$ cat src/rtl/adder_seq_pkg.sv
//------------------------------------------------------------------------------
// adder_seq_pkg : shared types and constants for the sequential byte adder
// Revision      : 1.0
//------------------------------------------------------------------------------
`default_nettype none

package adder_seq_pkg;

  typedef enum logic [1:0] {
    IDLE = 2'd0,
    RUN  = 2'd1,
    DONE = 2'd2
  } state_t;

  localparam logic OP_ADD = 1'b0;
  localparam logic OP_SUB = 1'b1;

  localparam int BYTE_W = 8;

endpackage

`default_nettype wire

$ cat src/rtl/byte_adder_ci.sv
//------------------------------------------------------------------------------
// byte_adder_ci : 8-bit combinational adder with carry-in and carry-out
// Revision      : 1.0
//------------------------------------------------------------------------------
`default_nettype none

module byte_adder_ci (
  output logic [7:0] s,
  output logic       cout,
  input  logic [7:0] a,
  input  logic [7:0] b,
  input  logic       cin
);

  assign {cout, s} = {1'b0, a} + {1'b0, b} + {8'b0, cin};

endmodule

`default_nettype wire

$ cat src/rtl/adder_seq.sv
//------------------------------------------------------------------------------
// adder_seq : multi-cycle add/subtract reusing one byte adder, LSB byte first.
//             Subtract support enabled by defining ADDER_SEQ_SUB_EN.
// Revision  : 1.0
//------------------------------------------------------------------------------
`default_nettype none

module adder_seq
  import adder_seq_pkg::*;
#(
  parameter int WIDTH = 32
) (
  input  logic             clk,
  input  logic             reset,
  input  logic             i_start,
  input  logic             i_op,
  input  logic [WIDTH-1:0] i_a,
  input  logic [WIDTH-1:0] i_b,
  output logic             o_busy,
  output logic             o_done,
  output logic [WIDTH-1:0] o_result,
  output logic             o_cout,
  output logic             o_ovf
);

  localparam int NB    = WIDTH / BYTE_W;
  localparam int IDX_W = (NB > 1) ? $clog2(NB) : 1;

  state_t             r_state;
  state_t             w_state_nx;
  logic [WIDTH-1:0]   r_a;
  logic [WIDTH-1:0]   r_b;
  logic               r_carry;
  logic [IDX_W-1:0]   r_idx;
  logic [WIDTH-1:0]   r_result;
  logic               r_cout;
  logic               r_ovf;

  logic               w_accept;
  logic               w_last;
  logic [WIDTH-1:0]   w_b_eff;
  logic               w_cin;
  logic [BYTE_W-1:0]  w_a_byte;
  logic [BYTE_W-1:0]  w_b_byte;
  logic [BYTE_W-1:0]  w_s;
  logic               w_c;

`ifdef ADDER_SEQ_SUB_EN
  // Two's-complement subtract: invert B and inject carry-in of one.
  assign w_b_eff = (i_op == OP_SUB) ? ~i_b : i_b;
  assign w_cin   = (i_op == OP_SUB);
`else
  logic w_unused_op;
  assign w_unused_op = i_op;
  assign w_b_eff     = i_b;
  assign w_cin       = 1'b0;
`endif

  assign w_accept = i_start && ((r_state == IDLE) || (r_state == DONE));
  assign w_last   = (r_idx == IDX_W'(NB - 1));
  assign w_a_byte = r_a[r_idx*BYTE_W +: BYTE_W];
  assign w_b_byte = r_b[r_idx*BYTE_W +: BYTE_W];

  byte_adder_ci u_byte_adder (
    .s    (w_s),
    .cout (w_c),
    .a    (w_a_byte),
    .b    (w_b_byte),
    .cin  (r_carry)
  );

  always_ff @(posedge clk) begin
    if (reset) r_state <= IDLE;
    else       r_state <= w_state_nx;
  end

  always_comb begin
    w_state_nx = r_state;
    case (r_state)
      IDLE:    if (i_start) w_state_nx = RUN;
      RUN:     if (w_last)  w_state_nx = DONE;
      DONE:    w_state_nx = i_start ? RUN : IDLE;
      default: w_state_nx = IDLE;
    endcase
  end

  always_ff @(posedge clk) begin
    if (reset) begin
      r_a      <= '0;
      r_b      <= '0;
      r_carry  <= 1'b0;
      r_idx    <= '0;
      r_result <= '0;
      r_cout   <= 1'b0;
      r_ovf    <= 1'b0;
    end else if (w_accept) begin
      r_a      <= i_a;
      r_b      <= w_b_eff;
      r_carry  <= w_cin;
      r_idx    <= '0;
      r_result <= '0;
      r_cout   <= 1'b0;
      r_ovf    <= 1'b0;
    end else if (r_state == RUN) begin
      r_result[r_idx*BYTE_W +: BYTE_W] <= w_s;
      r_carry                          <= w_c;
      if (w_last) begin
        r_cout <= w_c;
        // Signed overflow: like-signed operands yield an opposite-signed sum.
        r_ovf  <= (r_a[WIDTH-1] == r_b[WIDTH-1]) && (w_s[BYTE_W-1] != r_a[WIDTH-1]);
      end else begin
        r_idx <= r_idx + 1'b1;
      end
    end
  end

  assign o_busy   = (r_state == RUN);
  assign o_done   = (r_state == DONE);
  assign o_result = r_result;
  assign o_cout   = r_cout;
  assign o_ovf    = r_ovf;

endmodule

`default_nettype wire

$ cat config.mk
export PLATFORM = sky130hd
export DESIGN_NAME = adder_seq
export DESIGN_NICKNAME = d
export VERILOG_FILES = /design/src/rtl/adder_seq_pkg.sv /design/src/rtl/byte_adder_ci.sv /design/src/rtl/adder_seq.sv
export SDC_FILE = /design/constraint.sdc
export NUM_CORES = 1
export LEC_CHECK = 0
export ABC_AREA = 1
export BUFFER_PORTS_ARGS = -buffer_cell sky130_fd_sc_hd__buf_4
export CAP_MARGIN = 20
export CORE_UTILIZATION = 30
export DETAILED_ROUTE_END_ITERATION = 7
export SYNTH_ARGS = -nofsm -noshare
export SYNTH_HDL_FRONTEND = slang
export SYNTH_SLANG_ARGS = --single-unit
$ cat constraint.sdc
create_clock -name clk -period 2.6 [get_ports clk]
set_input_delay 0.26 -clock clk [delete_from_list [all_inputs] [get_ports clk]]
set_output_delay 0.26 -clock clk [all_outputs]
set_load 0.03 [all_outputs]
==> results.sh <==
export IMPL_hold_buffers=0
export IMPL_die_x_um=126
export IMPL_cp_end_kind="flip-flop"
export IMPL_grt_use_total=0.152
export IMPL_slowest_stage="dfxtp_4"
export IMPL_yosysTopAreaCellShare=0.449
export IMPL_setup_violations=0
export IMPL_io_buffers=102
export IMPL_required_ns=2.88
export IMPL_root_buffer="clkbuf_16"
export IMPL_p_per_area_nw_per_um2=652
export IMPL_place_ws_ns=-0.00664
export IMPL_antenna_found_initial=0
export IMPL_slew_headroom=0.663
export IMPL_worstHoldPathType="input pin to flip-flop"
export IMPL_slowest_delay_ns=0.38
export IMPL_ios=104
export IMPL_ys_flop_type="dfxtp_1"
export IMPL_nNetsFinal=824
export IMPL_finalCritPeriodShare=0.928
export IMPL_synth_common_cells="nor2_1 (174), dfxtp_1 (103), nand2_1 (89), o21ai_0 (84), a21oi_1 (37)"
export IMPL_cp_max_fo=7
export IMPL_p_int_w=0.00279
export IMPL_avgSynthCellArea_um2=7.23
export IMPL_rsz0062_at_grt="yes"
export IMPL_total_power_w=0.00394
export IMPL_die_y_um=126
export IMPL_cp_start_kind="flip-flop"
export IMPL_worstPathCellList="inv_2 > buf_6 > o21ai_0 > o22ai_1 > fa_2 > inv_1 > fa_2 > xnor2_1 > nand2_1 > nor2_1 > nand2_1 > a21oi_1"
export IMPL_drv_cap=0
export IMPL_setup_ws_ns=0.187
export IMPL_cts_made_buffers=9
export IMPL_gp_congestion=0.873
export IMPL_cts_sinks=103
export IMPL_syn_nets=718
export IMPL_core_area_um2=14800
export IMPL_critical_path_class="flip-flop to flip-flop"
export IMPL_power_frac_clock=0.357
export IMPL_async_flop_share=0
export IMPL_vias_per_cell=4.67
export IMPL_grt_pass1_wl_mm=19.3
export IMPL_irDropWorstVdd_mv=0.330
export IMPL_grt_max_degree=65
export IMPL_drtAntennaViolNets=0
export IMPL_htreeDepth=3
export IMPL_postSynthCellCount=635
export IMPL_synthMostInstantiatedCell="nor2_1"
export IMPL_rows=44
export IMPL_drc=0
export IMPL_drive_gt1_frac=0.233
export IMPL_fmax_mhz=414
export IMPL_grt_pass1_vias=4053
export IMPL_worst_ep_arrival_time_ns=2.69
export IMPL_synth_warnings=0
export IMPL_synth_edf_count=0
export IMPL_clk_pin_slew_ns=0.07
export IMPL_synth_cell_types=33
export IMPL_pwr_share_comb=0.204
export IMPL_synth_area_leaders="dfxtp_1 (45%), nor2_1 (14%), o21ai_0 (9.2%)"
export IMPL_netSwitchingFraction=0.291
export IMPL_wl_per_cell_um=12.7
export IMPL_clk_path_buf_depth=2
export IMPL_synth_seq_area_share=0.449
export IMPL_final_setup_tns_ns=0
export IMPL_num_antenna_cells=0
export IMPL_synthToLayoutAreaGrowth_pct=31.4
export IMPL_grt_overflow=0
export IMPL_synth_seq_cells=103
export IMPL_insertion_delay_ns=0.35
export IMPL_first_pass_iters=5
export IMPL_fin_crit_ns=2.41
export IMPL_die_area_um2=15800
export IMPL_p_sw_w=0.00114
export IMPL_worstMarginPinSlew_ns=0.504
export IMPL_power_leakage_nw=2.63
export IMPL_hpwl_mm=8.81
export IMPL_synth_largest_area_cell="dfxtp_1"
export IMPL_start_util=0.311
export IMPL_vias=4343
export IMPL_cts_tree="done"
export IMPL_skew_ns=0.00819
export IMPL_pwr_share_seq=0.439
export IMPL_finalWirelength_mm=11.8
export IMPL_drv_slew=0
export IMPL_run_status="finished clean"
export IMPL_drt_iter0_drc=268
export IMPL_synth_area_um2=4590
export IMPL_hold_viol=0
-- placed cells by master, fill, tap and decap left out, types with 3 or more instances in the layout --
master,instances
nand4_1,7
nand2_2,3
buf_4,126
nand3_1,13
inv_2,4
inv_1,26
dfxtp_1,101
buf_6,3
o21ai_1,8
o21ai_0,84
nand2_1,88
a21oi_1,36
ha_1,12
a22oi_1,3
inv_6,4
nor2_1,173
o22ai_1,13
clkbuf_16,9
-- routing by layer --
metal  GRT usage  share of wire  wire [µm]
met2       0.249           0.45       5270
met3      0.0353          0.047        552
met1       0.201           0.50       5860
met5           0              0          0
met4      0.0411          0.012        138
-- flip-flops by register name, summed over array words and instances (netlist names) --
signal    count
r_idx         2
o_cout        1
r_a          32
r_b          32
r_state       2
r_carry       1
o_ovf         1
o_result     32
-- cell type report --
type	instances	area, µm²
fillers	1552	8720
multi-input cells	466	2310
flip-flops and latches	103	2070
repair buffers	130	1000
clock buffers	10	239
well taps	184	230
inverters	31	119
clock inverters	6	72.6
-- worst max-delay path: cells and delay by family, from the launching register on --
family,cells,cell delay (ns)
simple gates,3,0.32
flops,1,0.38
xor+xnor,1,0.36
buf+inv,3,0.23
compound gates,3,0.43
fa+ha+maj,2,0.62
-- path summary, 6_finish.rpt --
| check | from | to | slack [ns] | cells after the start |
|---|---|---|---|---|
| max | r_idx[1] | o_result[26] | 0.19 | 12 |
| min | reset | r_state[0] | 0.08 | 2 |
| max reg2reg | r_idx[1] | o_result[26] | 0.19 | 12 |
| min reg2reg | o_result[26] | o_result[26] | 0.47 | 2 |
-- timing repair --
item,4_1_cts,5_1_grt
pin swaps,0,4
setup buffers,0,4
gates resized for setup,2,16
endpoints found under the setup margin,4,22
-- cells by family after synthesis --
group | count (synthesis) | share of synthesized area
fa+ha+maj | 15 | 0.0441
compound gates | 151 | 0.174
buf+inv | 66 | 0.0564
simple gates | 297 | 0.271
flops | 103 | 0.449
xor+xnor | 3 | 0.00572
-- power by group through the flow --
stage               combinational [W]  sequential (W)  clock (W)
floorplan                    0.000478         0.00176          0
global placement             0.000775         0.00176          0
detailed placement           0.000780         0.00177          0
CTS                          0.000785         0.00173    0.00143
global route                 0.000897         0.00174    0.00150
finish                       0.000802         0.00173    0.00141
-- per-stage QoR --
stage	utilization	cell area [µm²]	cells	hold slack, ns
after floorplan	-	4590	635	0.329
after global placement	0.382	5640	910	0.437
after detailed placement	0.382	5640	910	0.440
after CTS	0.404	5960	926	0.0738
after global routing	0.409	6040	930	0.0759
final	0.409	6040	930	0.0814
No activity file was read; power rests on OpenSTA's default activity.
